File: src/rtl/frame_block_fetcher.sv
// frame_block_fetcher
// Reads one BLOCK_SIZE x BLOCK_SIZE pixel block out of raster-ordered frame
// memory, clamping out-of-frame coordinates to the nearest edge pixel, and
// presents the assembled block on a valid/ready output.

module frame_block_fetcher #(
    parameter int FRAME_WIDTH  = 640,
    parameter int FRAME_HEIGHT = 480,
    parameter int BLOCK_SIZE   = 8,
    parameter int PIXEL_WIDTH  = 8,
    parameter int ADDR_WIDTH   = 19,
    parameter int MEM_LATENCY  = 1
) (
    input  logic                                         clk,
    input  logic                                         reset,
    input  logic                                         start,
    input  logic [9:0]                                   block_x,
    input  logic [9:0]                                   block_y,
    output logic                                         busy,
    output logic [ADDR_WIDTH-1:0]                        mem_addr,
    output logic                                         mem_re,
    input  logic [PIXEL_WIDTH-1:0]                       mem_rdata,
    output logic [BLOCK_SIZE*BLOCK_SIZE*PIXEL_WIDTH-1:0] blk,
    output logic                                         blk_valid,
    input  logic                                         blk_ready
);

    localparam int NUM_PIX  = BLOCK_SIZE * BLOCK_SIZE;
    localparam int IDX_W    = (NUM_PIX > 1) ? $clog2(NUM_PIX) : 1;
    localparam int BLK_BITS = NUM_PIX * PIXEL_WIDTH;

    localparam logic [IDX_W-1:0] LAST_IDX = IDX_W'(NUM_PIX - 1);
    localparam logic [IDX_W-1:0] IDX_ONE  = IDX_W'(1);

    // Coordinate arithmetic is carried in 20 bits so that a block far outside
    // the frame still produces an untruncated position before clamping.
    localparam logic [19:0] BS20 = 20'(BLOCK_SIZE);
    localparam logic [19:0] FW20 = 20'(FRAME_WIDTH);
    localparam logic [19:0] FH20 = 20'(FRAME_HEIGHT);

    typedef enum logic [1:0] {
        IDLE,
        FETCH,
        DRAIN,
        OUTPUT
    } state_t;

    state_t state_q, state_d;

    logic [9:0]            blockX_q, blockX_d;
    logic [9:0]            blockY_q, blockY_d;
    logic [IDX_W-1:0]      curIdx_q, curIdx_d;
    logic                  memRe_q, memRe_d;
    logic [ADDR_WIDTH-1:0] memAddr_q, memAddr_d;
    logic [BLK_BITS-1:0]   blk_q;

    logic                  pipeValid_q [MEM_LATENCY];
    logic [IDX_W-1:0]      pipeIdx_q   [MEM_LATENCY];
    logic                  capValid;
    logic [IDX_W-1:0]      capIdx;

    // Frame address of pixel idx of block (bx, by) with edge clamping per axis.
    function automatic logic [ADDR_WIDTH-1:0] pixelAddr(
        input logic [9:0]       bx,
        input logic [9:0]       by,
        input logic [IDX_W-1:0] idx
    );
        logic [19:0] rowPos;
        logic [19:0] colPos;
        logic [31:0] linear;
        rowPos = {10'd0, by} * BS20 + (20'(idx) / BS20);
        colPos = {10'd0, bx} * BS20 + (20'(idx) % BS20);
        if (rowPos > FH20 - 20'd1) begin
            rowPos = FH20 - 20'd1;
        end
        if (colPos > FW20 - 20'd1) begin
            colPos = FW20 - 20'd1;
        end
        linear = {12'd0, rowPos} * {12'd0, FW20} + {12'd0, colPos};
        return ADDR_WIDTH'(linear);
    endfunction

    // The oldest entry of the return-tracking pipeline names the slot that
    // the current mem_rdata belongs to.
    assign capValid = pipeValid_q[MEM_LATENCY-1];
    assign capIdx   = pipeIdx_q[MEM_LATENCY-1];

    // State register.
    always_ff @(posedge clk or posedge reset) begin
        if (reset) begin
            state_q <= IDLE;
        end else begin
            state_q <= state_d;
        end
    end

    // Next-state logic: the block is complete only once the last pixel has
    // actually returned, not when its read was issued.
    always_comb begin
        state_d = state_q;
        unique case (state_q)
            IDLE: begin
                if (start) begin
                    state_d = FETCH;
                end
            end
            FETCH: begin
                if (curIdx_q == LAST_IDX) begin
                    state_d = DRAIN;
                end
            end
            DRAIN: begin
                if (capValid && (capIdx == LAST_IDX)) begin
                    state_d = OUTPUT;
                end
            end
            OUTPUT: begin
                if (blk_ready) begin
                    state_d = IDLE;
                end
            end
            default: state_d = IDLE;
        endcase
    end

    // Output logic: the first read is prepared from the raw inputs while the
    // start is accepted, so the read strobe is high from the very next edge.
    always_comb begin
        blockX_d  = blockX_q;
        blockY_d  = blockY_q;
        curIdx_d  = curIdx_q;
        memRe_d   = 1'b0;
        memAddr_d = memAddr_q;
        unique case (state_q)
            IDLE: begin
                if (start) begin
                    blockX_d  = block_x;
                    blockY_d  = block_y;
                    curIdx_d  = '0;
                    memRe_d   = 1'b1;
                    memAddr_d = pixelAddr(block_x, block_y, '0);
                end
            end
            FETCH: begin
                if (curIdx_q != LAST_IDX) begin
                    curIdx_d  = curIdx_q + IDX_ONE;
                    memRe_d   = 1'b1;
                    memAddr_d = pixelAddr(blockX_q, blockY_q, curIdx_q + IDX_ONE);
                end
            end
            default: begin
            end
        endcase
    end

    // Issue-side registers: latched coordinates, pixel counter and the
    // registered read strobe/address.
    always_ff @(posedge clk or posedge reset) begin
        if (reset) begin
            blockX_q  <= '0;
            blockY_q  <= '0;
            curIdx_q  <= '0;
            memRe_q   <= 1'b0;
            memAddr_q <= '0;
        end else begin
            blockX_q  <= blockX_d;
            blockY_q  <= blockY_d;
            curIdx_q  <= curIdx_d;
            memRe_q   <= memRe_d;
            memAddr_q <= memAddr_d;
        end
    end

    // Return-tracking pipeline: each issued read travels MEM_LATENCY stages
    // alongside the memory so its data lands in the right slot.
    always_ff @(posedge clk or posedge reset) begin
        if (reset) begin
            for (int k = 0; k < MEM_LATENCY; k++) begin
                pipeValid_q[k] <= 1'b0;
                pipeIdx_q[k]   <= '0;
            end
        end else begin
            pipeValid_q[0] <= memRe_q;
            pipeIdx_q[0]   <= curIdx_q;
            for (int k = 1; k < MEM_LATENCY; k++) begin
                pipeValid_q[k] <= pipeValid_q[k-1];
                pipeIdx_q[k]   <= pipeIdx_q[k-1];
            end
        end
    end

    // Block assembly: capture runs regardless of state so returns straddling
    // the end of issuing are still written; contents persist after transfer.
    always_ff @(posedge clk or posedge reset) begin
        if (reset) begin
            blk_q <= '0;
        end else if (capValid) begin
            blk_q[int'(capIdx)*PIXEL_WIDTH +: PIXEL_WIDTH] <= mem_rdata;
        end
    end

    assign busy      = (state_q != IDLE);
    assign blk_valid = (state_q == OUTPUT);
    assign mem_re    = memRe_q;
    assign mem_addr  = memAddr_q;
    assign blk       = blk_q;

endmodule

File: config.mk
export PLATFORM = sky130hd
export DESIGN_NAME = frame_block_fetcher
export DESIGN_NICKNAME = d
export VERILOG_FILES = /design/src/rtl/frame_block_fetcher.sv
export SDC_FILE = /design/constraint.sdc
export NUM_CORES = 1
export LEC_CHECK = 0
export ABC_CLOCK_PERIOD_IN_PS = 26600
export CELL_PAD_IN_SITES_DETAIL_PLACEMENT = 1
export CELL_PAD_IN_SITES_GLOBAL_PLACEMENT = 2
export CORE_AREA = 8 8 263 316
export CTS_CLUSTER_SIZE = 25
export DETAILED_ROUTE_END_ITERATION = 10
export DIE_AREA = 0 0 271 324
export GPL_TIMING_DRIVEN = 0
export PLACE_DENSITY_LB_ADDON = 0.3
export SETUP_SLACK_MARGIN = 0.15
export SYNTH_ARGS = -nofsm -noshare
export SYNTH_HDL_FRONTEND = slang
export SYNTH_SLANG_ARGS = --single-unit
File: constraint.sdc
create_clock -name clk -period 26.6 [get_ports clk]
set_clock_uncertainty 0.2 [all_clocks]
set_input_delay 6.65 -clock clk [delete_from_list [all_inputs] [get_ports clk]]
set_output_delay 6.65 -clock clk [all_outputs]
set_load 0.1 [all_outputs]
==> impl_metrics.xml, run 1 <==
<?xml version="1.0" encoding="UTF-8"?>
<metrics>
  <group name="worst_setup_path">
    <metric name="setup.worst_path.start_class" unit="">input port</metric>
    <metric name="count_of_cells_along_the_worst_register_to_register_path" unit="">16</metric>
    <metric name="critical_path_depth" unit="">15</metric>
    <metric name="critPathBufInv" unit="">3</metric>
    <metric name="critPathArrivalTime" unit="ps">10660</metric>
    <metric name="critPathTopFamily" unit="">simple AND/OR/NAND/NOR gates</metric>
    <metric name="required" unit="ps">26890</metric>
    <metric name="crit_type" unit="">in2reg</metric>
    <metric name="critical-path-slowest-cell" unit="">sky130_fd_sc_hd__nor4_4</metric>
    <metric name="worstSetupEndpointType" unit="">flip-flop</metric>
    <metric name="cp_cell_sequence" unit="">clkdlybuf4s50_1, nor4_4, and2_1, buf_2, nand2b_1, ha_1, ha_1, clkbuf_1, a21oi_1, o21ai_0, xor2_1, nand4_1, xnor2_1, a2bb2oi_1, o21ai_0</metric>
    <metric name="critical_path.max_fanout" unit="">10</metric>
    <metric name="critical_path.max_stage_delay" unit="ps">570</metric>
  </group>
  <group name="yosys">
    <metric name="yosys_register_bits" unit="">567</metric>
    <metric name="yosys_most_used_dff" unit="">sky130_fd_sc_hd__dfrtp_1</metric>
    <metric name="synthesis.yosys.warnings" unit="">0</metric>
    <metric name="mean_post_synth_cell_area" unit="um^2">10.52</metric>
    <metric name="synthCells" unit="">2344</metric>
    <metric name="synth_edf_count" unit="">0</metric>
    <metric name="syn_area" unit="um^2">24650</metric>
    <metric name="synth_async_sr_flop_share" unit="%">100.0</metric>
    <metric name="synth_sequential_area_ratio" unit="%">57.57</metric>
    <metric name="yosys.cell_types.count" unit="">70</metric>
  </group>
  <group name="route">
    <metric name="first_pass_iters" unit="">5</metric>
    <metric name="routed-via-count" unit="">21070</metric>
    <metric name="final_antenna_net_count" unit="">0</metric>
    <metric name="post-route-drc-count" unit="">0</metric>
    <metric name="detail_route.wl_per_cell" unit="um">27.15</metric>
    <metric name="finalWirelength" unit="mm">110.4</metric>
    <metric name="viasPerCell" unit="">5.180</metric>
    <metric name="drtIter0Drc" unit="">1231</metric>
  </group>
  <group name="timing">
    <metric name="grt_setup_unrepaired" unit="">no</metric>
    <metric name="post-route-min-period" unit="ps">10380</metric>
    <metric name="hold_viol" unit="">0</metric>
    <metric name="relSlewSlack" unit="%">13.19</metric>
    <metric name="fmaxAchievable" unit="MHz">96.38</metric>
    <metric name="final-max-slew-violation-count" unit="">0</metric>
    <metric name="actual_transition_at_the_worst_max_transition_pin" unit="ps">1292</metric>
    <metric name="setup_viol" unit="">0</metric>
    <metric name="final_critical_path_setup_slack" unit="ps">16220</metric>
    <metric name="fin_crit_sh" unit="%">39.01</metric>
  </group>
  <group name="floorplanning">
    <metric name="initial_util" unit="%">31.52</metric>
    <metric name="die_h" unit="um">324</metric>
    <metric name="die_w" unit="um">271</metric>
    <metric name="fp-row-count" unit="">113</metric>
    <metric name="die-area" unit="um^2">87800</metric>
    <metric name="floorplan.core_area" unit="um^2">78190</metric>
    <metric name="ios" unit="">566</metric>
  </group>
  <group name="clock_network">
    <metric name="cts-htree-levels" unit="">2</metric>
    <metric name="clock_latency" unit="ps">640</metric>
    <metric name="tritoncts_clock_tree" unit="">built</metric>
    <metric name="cts_resized" unit="">0</metric>
    <metric name="worst_setup_hold_path_clk_slew" unit="ps">70</metric>
    <metric name="clock-sinks" unit="">567</metric>
    <metric name="cts_inserted_buffers" unit="">60</metric>
    <metric name="clockRootBuffer" unit="">sky130_fd_sc_hd__clkbuf_16</metric>
    <metric name="post-cts-setup-buffer-count" unit="">0</metric>
    <metric name="cts-hold-fix-buffers" unit="">0</metric>
    <metric name="cts.path.max_buffers" unit="">3</metric>
  </group>
  <group name="pwr">
    <metric name="leakage" unit="nW">14.38</metric>
    <metric name="power.internal" unit="mW">1.465</metric>
    <metric name="pwr_per_cell_area" unit="nW/um^2">63.83</metric>
    <metric name="report.power.total" unit="mW">2.155</metric>
    <metric name="vdd.ir_drop.worst" unit="uV">46.31</metric>
    <metric name="power.net_switching" unit="uW">690.1</metric>
    <metric name="netSwitchingFraction" unit="%">32.02</metric>
    <metric name="clock_power_share" unit="%">39.8</metric>
    <metric name="power_frac_seq" unit="%">42.5</metric>
    <metric name="p_comb_share" unit="%">17.7</metric>
  </group>
  <group name="final_layout">
    <metric name="filler_cell_count" unit="">8656</metric>
    <metric name="most_common_library_cell_in_the_layout_ignoring_fill_and_taps" unit="">sky130_fd_sc_hd__nand2_1</metric>
    <metric name="drive_above_1_share" unit="%">10.32</metric>
    <metric name="ff_latch_area" unit="um^2">14190</metric>
    <metric name="layout.cells.most_common_list" unit="">636 x sky130_fd_sc_hd__nand2_1, 567 x sky130_fd_sc_hd__dfrtp_1, 565 x sky130_fd_sc_hd__clkdlybuf4s50_1, 355 x sky130_fd_sc_hd__o31ai_1, 133 x sky130_fd_sc_hd__nor2_1</metric>
    <metric name="finalNetCount" unit="">3070</metric>
    <metric name="area_of_combinational_cells_with_multiple_inputs" unit="um^2">9838</metric>
    <metric name="area.growth.synth_to_final" unit="%">37.01</metric>
    <metric name="final_std_cell_area_no_fill" unit="um^2">33770</metric>
  </group>
  <group name="hold_path">
    <metric name="holdPathStages" unit="">0</metric>
    <metric name="min_path_type" unit="">reg2reg</metric>
  </group>
  <group name="global_route">
    <metric name="overflow" unit="">0</metric>
    <metric name="antenna_found_initial" unit="">3</metric>
    <metric name="first_global_vias" unit="">22900</metric>
    <metric name="groute.usage.overall" unit="%">24.52</metric>
    <metric name="grt_start_max_net_pins" unit="">129</metric>
    <metric name="grt_pass1_wl" unit="mm">160.5</metric>
  </group>
  <group name="placement">
    <metric name="port-buffer-count" unit="">565</metric>
    <metric name="place_congestion" unit="">0.8630</metric>
    <metric name="postPlaceCellArea" unit="um^2">31780</metric>
    <metric name="detailed_placement_hpwl" unit="mm">85.51</metric>
    <metric name="worst_slack_after_detailed_placement" unit="ps">15640</metric>
  </group>
  <group name="run">
    <metric name="max-cap-violations" unit="">0</metric>
  </group>
  <group name="run_status">
    <metric name="outcome" unit="">complete, no violations</metric>
  </group>
</metrics>
cell type report:
cell class | instances | share of cell area (%)
Antenna cell | 1 | 0.007410
Buffer | 133 | 1.697
Clock buffer | 91 | 5.324
Clock inverter | 18 | 0.5521
Inverter | 23 | 0.2779
Multi-Input combinational cell | 1630 | 29.13
Sequential cell | 567 | 42.02
Tap cell | 1035 | 3.835
Timing Repair Buffer | 570 | 17.16
cells by family after synthesis:
group | after synthesis | synth area share, %
AOI/OAI and AO/OA | 513 | 14.72
xor gates and xnor gates | 33 | 1.203
adders and majority gates | 53 | 2.782
buffers and inverters | 156 | 2.675
DFF | 567 | 57.57
muxes | 125 | 5.670
other | 1 | 0.01521
and+or+nand+nor | 896 | 15.37
final timing paths:
kind / start / endpoint / slack, ps
max in group asynchronous: reset / mem_addr[17] / 18670
min: mem_re / capValid / 260
min in group asynchronous: reset / blk[392] / 6090
max: block_y[9] / mem_addr[17] / 16220
max reg2reg: blockY_q[8] / mem_addr[18] / 21350
min reg2reg: mem_re / capValid / 260
per-stage QoR:
stage	TNS [ps]	std cells	hold WS [ps]	utilization, %
floorplan	0	2353	219.9	-
finish	0	4068	257.6	43.19
global route	0	4067	297.9	43.19
global placement	-1410080	3953	241.7	40.46
detailed placement	0	3958	253.1	40.64
CTS	0	4067	279.4	43.18
sequential cells by signal, indices dropped and copies added (netlist names):
register / flops
capValid: 1
blockX_q: 10
mem_addr: 19
curIdx_q: 6
mem_re: 1
capIdx: 6
state_q: 2
blockY_q: 10
blk: 512
per-layer routing:
metal  global-route usage, %  part of all wire (%)  vias up
met2                   44.14                    51      543
met5                       0                     0        -
met1                   28.25                    40    10840
met3                   4.600                   4.5      191
met4                   10.77                   4.9        0
li1                        -                     -     9502
worst reg2reg max path, delay by kind of cell, from the launching register on:
kind / cells / cell delay [ps]
flip-flops: 1 / 380
adder cells (fa/ha/maj): 4 / 1160
AND/OR/NAND/NOR: 6 / 2520
AO/OA/AOI/OAI: 3 / 390
buffers and inverters: 1 / 60
XOR/XNOR: 2 / 400
cells in the mapped netlist (16+ instances only):
cell                         n  area share [%]
sky130_fd_sc_hd__a21oi_1    16            0.32
sky130_fd_sc_hd__dfrtp_1   567              58
sky130_fd_sc_hd__nand3_1    18            0.37
sky130_fd_sc_hd__clkbuf_1   80             1.2
sky130_fd_sc_hd__o31ai_1   355              11
sky130_fd_sc_hd__nand2b_1   16            0.41
sky130_fd_sc_hd__nor2_2     20            0.51
sky130_fd_sc_hd__nor2_1    133             2.0
sky130_fd_sc_hd__nand2_1   636             9.7
sky130_fd_sc_hd__xnor2_1    21            0.75
sky130_fd_sc_hd__ha_1       50             2.5
sky130_fd_sc_hd__o21ai_0    83             1.7
sky130_fd_sc_hd__mux2_2    117             5.3
sky130_fd_sc_hd__buf_2      43            0.87
sky130_fd_sc_hd__inv_1      23            0.35
power groups by stage:
stage	Clock, mW	Combinational, mW	Sequential, mW
detailed placement	0	0.384	0.932
finish	0.858	0.381	0.916
floorplan	0	0.0531	1.15
global placement	0	0.377	0.932
CTS	0.878	0.385	0.916
global route	0.909	0.395	0.919
(Power assumes the default switching activity.)
==> run 2: changes to the inputs <==
Settings changed: ABC_CLOCK_PERIOD_IN_PS 26600 to 9900.
Clock period 26.6 ns to 9.9 ns, I/O delays scaled along.
==> impl_metrics.xml, run 2 (same netlist as run 1, synthesis figures left out) <==
<?xml version="1.0" encoding="UTF-8"?>
<metrics>
  <group name="floorplanning">
    <metric name="die-area" unit="um^2">87800</metric>
    <metric name="die_w" unit="um">271</metric>
    <metric name="ios" unit="">566</metric>
    <metric name="die_h" unit="um">324</metric>
    <metric name="initial_util" unit="%">31.52</metric>
    <metric name="floorplan.core_area" unit="um^2">78190</metric>
    <metric name="fp-row-count" unit="">113</metric>
  </group>
  <group name="worst_setup_path">
    <metric name="count_of_cells_along_the_worst_register_to_register_path" unit="">16</metric>
    <metric name="setup.worst_path.start_class" unit="">input port</metric>
    <metric name="rrSetupSlack" unit="ps">4610</metric>
    <metric name="worstSetupEndpointType" unit="">flip-flop</metric>
    <metric name="critical-path-slowest-cell" unit="">sky130_fd_sc_hd__nor4_4</metric>
    <metric name="rr_endpoint" unit="">mem_addr[18]</metric>
    <metric name="critical_path.max_fanout" unit="">10</metric>
    <metric name="cp_cell_sequence" unit="">clkdlybuf4s50_1, nor4_4, and2_1, buf_2, nand2b_1, ha_1, ha_1, clkbuf_1, a21oi_1, o21ai_0, xor2_1, nand4_1, xnor2_1, a2bb2oi_1, o21ai_0</metric>
    <metric name="crit_type" unit="">in2reg</metric>
    <metric name="crit-reg2reg-launch" unit="">blockY_q[8]</metric>
    <metric name="required" unit="ps">10170</metric>
    <metric name="critPathArrivalTime" unit="ps">6470</metric>
    <metric name="critical_path.max_stage_delay" unit="ps">550</metric>
  </group>
  <group name="placement">
    <metric name="detailed_placement_hpwl" unit="mm">85.82</metric>
    <metric name="place_congestion" unit="">0.8487</metric>
    <metric name="port-buffer-count" unit="">565</metric>
    <metric name="post-place-cells" unit="">3969</metric>
  </group>
  <group name="final_layout">
    <metric name="most_common_library_cell_in_the_layout_ignoring_fill_and_taps" unit="">sky130_fd_sc_hd__nand2_1</metric>
    <metric name="area.growth.synth_to_final" unit="%">38.65</metric>
    <metric name="finalNetCount" unit="">3087</metric>
    <metric name="drive_above_1_share" unit="%">10.71</metric>
    <metric name="filler_cell_count" unit="">8562</metric>
    <metric name="largest_reg_flops" unit="">512</metric>
    <metric name="final_core_utilization" unit="%">43.71</metric>
    <metric name="layout.cells.most_common_list" unit="">636 x sky130_fd_sc_hd__nand2_1, 567 x sky130_fd_sc_hd__dfrtp_1, 565 x sky130_fd_sc_hd__clkdlybuf4s50_1, 355 x sky130_fd_sc_hd__o31ai_1, 133 x sky130_fd_sc_hd__nor2_1</metric>
    <metric name="finalNonFillerCells" unit="">4079</metric>
    <metric name="insertedDiodeCount" unit="">0</metric>
  </group>
  <group name="pwr">
    <metric name="vdd.ir_drop.worst" unit="uV">96.93</metric>
    <metric name="pwr_per_cell_area" unit="nW/um^2">176.6</metric>
    <metric name="clock_power_share" unit="%">42.1</metric>
    <metric name="report.power.total" unit="mW">6.035</metric>
    <metric name="power_frac_seq" unit="%">40.8</metric>
    <metric name="power.net_switching" unit="mW">1.873</metric>
    <metric name="netSwitchingFraction" unit="%">31.04</metric>
    <metric name="leakage" unit="nW">14.57</metric>
    <metric name="p_comb_share" unit="%">17.1</metric>
    <metric name="power.internal" unit="mW">4.161</metric>
  </group>
  <group name="global_route">
    <metric name="grt_pass1_wl" unit="mm">160.6</metric>
    <metric name="first_global_vias" unit="">22850</metric>
    <metric name="antenna_found_initial" unit="">2</metric>
    <metric name="overflow" unit="">0</metric>
    <metric name="groute.usage.overall" unit="%">24.47</metric>
    <metric name="grt_start_max_net_pins" unit="">44</metric>
  </group>
  <group name="timing">
    <metric name="hold_viol" unit="">0</metric>
    <metric name="final-max-slew-violation-count" unit="">0</metric>
    <metric name="fmaxAchievable" unit="MHz">161.2</metric>
    <metric name="sum_neg_setup_slack" unit="ps">0</metric>
    <metric name="actual_transition_at_the_worst_max_transition_pin" unit="ps">1315</metric>
    <metric name="relSlewSlack" unit="%">11.63</metric>
    <metric name="fin_crit_sh" unit="%">62.68</metric>
    <metric name="post-route-min-period" unit="ps">6205</metric>
    <metric name="setup_viol" unit="">0</metric>
    <metric name="grt_setup_unrepaired" unit="">no</metric>
  </group>
  <group name="clock_network">
    <metric name="clock-sinks" unit="">567</metric>
    <metric name="clockRootBuffer" unit="">sky130_fd_sc_hd__clkbuf_16</metric>
    <metric name="cts-hold-fix-buffers" unit="">0</metric>
    <metric name="cts_inserted_buffers" unit="">66</metric>
    <metric name="clock_latency" unit="ps">590</metric>
    <metric name="cts_resized" unit="">0</metric>
    <metric name="cts.path.max_buffers" unit="">3</metric>
    <metric name="tritoncts_clock_tree" unit="">built</metric>
    <metric name="post-cts-setup-buffer-count" unit="">0</metric>
    <metric name="cts-htree-levels" unit="">3</metric>
    <metric name="worst_setup_hold_path_clk_slew" unit="ps">60</metric>
  </group>
  <group name="hold_path">
    <metric name="min_path_type" unit="">reg2reg</metric>
    <metric name="holdPathStages" unit="">0</metric>
    <metric name="holdCritStartpoint" unit="">mem_re</metric>
    <metric name="min_to" unit="">capValid</metric>
  </group>
  <group name="route">
    <metric name="viasPerCell" unit="">5.199</metric>
    <metric name="post-route-drc-count" unit="">0</metric>
    <metric name="detail_route.wl_per_cell" unit="um">27.00</metric>
    <metric name="routed-via-count" unit="">21210</metric>
    <metric name="finalWirelength" unit="mm">110.1</metric>
    <metric name="drtIter0Drc" unit="">1308</metric>
    <metric name="first_pass_iters" unit="">5</metric>
    <metric name="final_antenna_net_count" unit="">0</metric>
  </group>
  <group name="run_status">
    <metric name="outcome" unit="">complete, no violations</metric>
  </group>
  <group name="run">
    <metric name="max-cap-violations" unit="">0</metric>
  </group>
</metrics>
[run 2: cell types whose count changed in the layout (fill, tap and decap cells not counted), moves of 2 or more]
cell                        previous run  this run
sky130_fd_sc_hd__clkinv_2             11         9
sky130_fd_sc_hd__clkbuf_1             93        91
sky130_fd_sc_hd__clkbuf_16            60        70
sky130_fd_sc_hd__buf_12                0        16
sky130_fd_sc_hd__inv_6                 2         0
sky130_fd_sc_hd__bufinv_16             3         7
sky130_fd_sc_hd__buf_16                5         0
sky130_fd_sc_hd__clkbuf_8             18        10
[run 2: worst max-delay path, delay by kind of cell]
| kind | cells | cell delay (ps) |
|---|---|---|
| xor+xnor | 2 | 500 |
| fa+ha+maj | 2 | 630 |
| buf+inv | 3 | 1040 |
| compound gates | 4 | 780 |
| simple gates | 4 | 1040 |
[run 2: through the flow]
step                hold slack [ps]  worst slack [ps]  instance area (um^2)
finish                        241.5              3695                 34170
global route                  249.3              3476                 34170
CTS                           241.2              3700                 34170
detailed placement            235.0              3085                 31960
global placement              255.4             -4067                 31640
floorplan                     219.9            -496.6                 24680
[run 2: metal layers]
layer	part of all wire [%]	track usage, %	up-vias	wire length [um]
met5	0.012	0	-	13
met4	4.4	10.18	2	4810
met3	5.8	5.204	200	6343
met2	51	43.48	631	55700
met1	39	28.53	10830	43270
li1	-	-	9539	-
[run 2: final cells by class]
type	count	area (um^2)	area share [%]
timing repair buffer	581	5976	17.49
clock buffer	91	1931	5.649
sequential	567	14190	41.52
tap	1035	1295	3.789
multi-input combinational	1630	9833	28.77
clock inverter	19	287.8	0.8421
buffer	133	573.1	1.677
inverter	23	90.09	0.2636
[run 2: power by group through the flow]
| stage | clock, mW | sequential [mW] | combinational (mW) |
|---|---|---|---|
| 2_1_floorplan | 0 | 3.09 | 0.143 |
| 3_3_place_gp | 0 | 2.51 | 1.01 |
| 3_5_place_dp | 0 | 2.50 | 1.04 |
| 4_1_cts | 2.60 | 2.46 | 1.04 |
| 5_1_grt | 2.68 | 2.47 | 1.07 |
| 6_report | 2.54 | 2.46 | 1.03 |
[run 2: worst max path at each step]
stage / cells past startpoint / slack (ps) / endpoint / from
6_report: 15 / 3690 / mem_addr[17] / block_y[9]
3_5_place_dp: 15 / 3090 / mem_addr[17] / block_y[9]
3_3_place_gp: 2 / -4070 / blockY_q[6] / reset
4_1_cts: 14 / 3700 / mem_addr[18] / block_y[9]
5_1_grt: 15 / 3480 / mem_addr[17] / block_y[9]
2_1_floorplan: 1 / -500 / blk[0] / reset
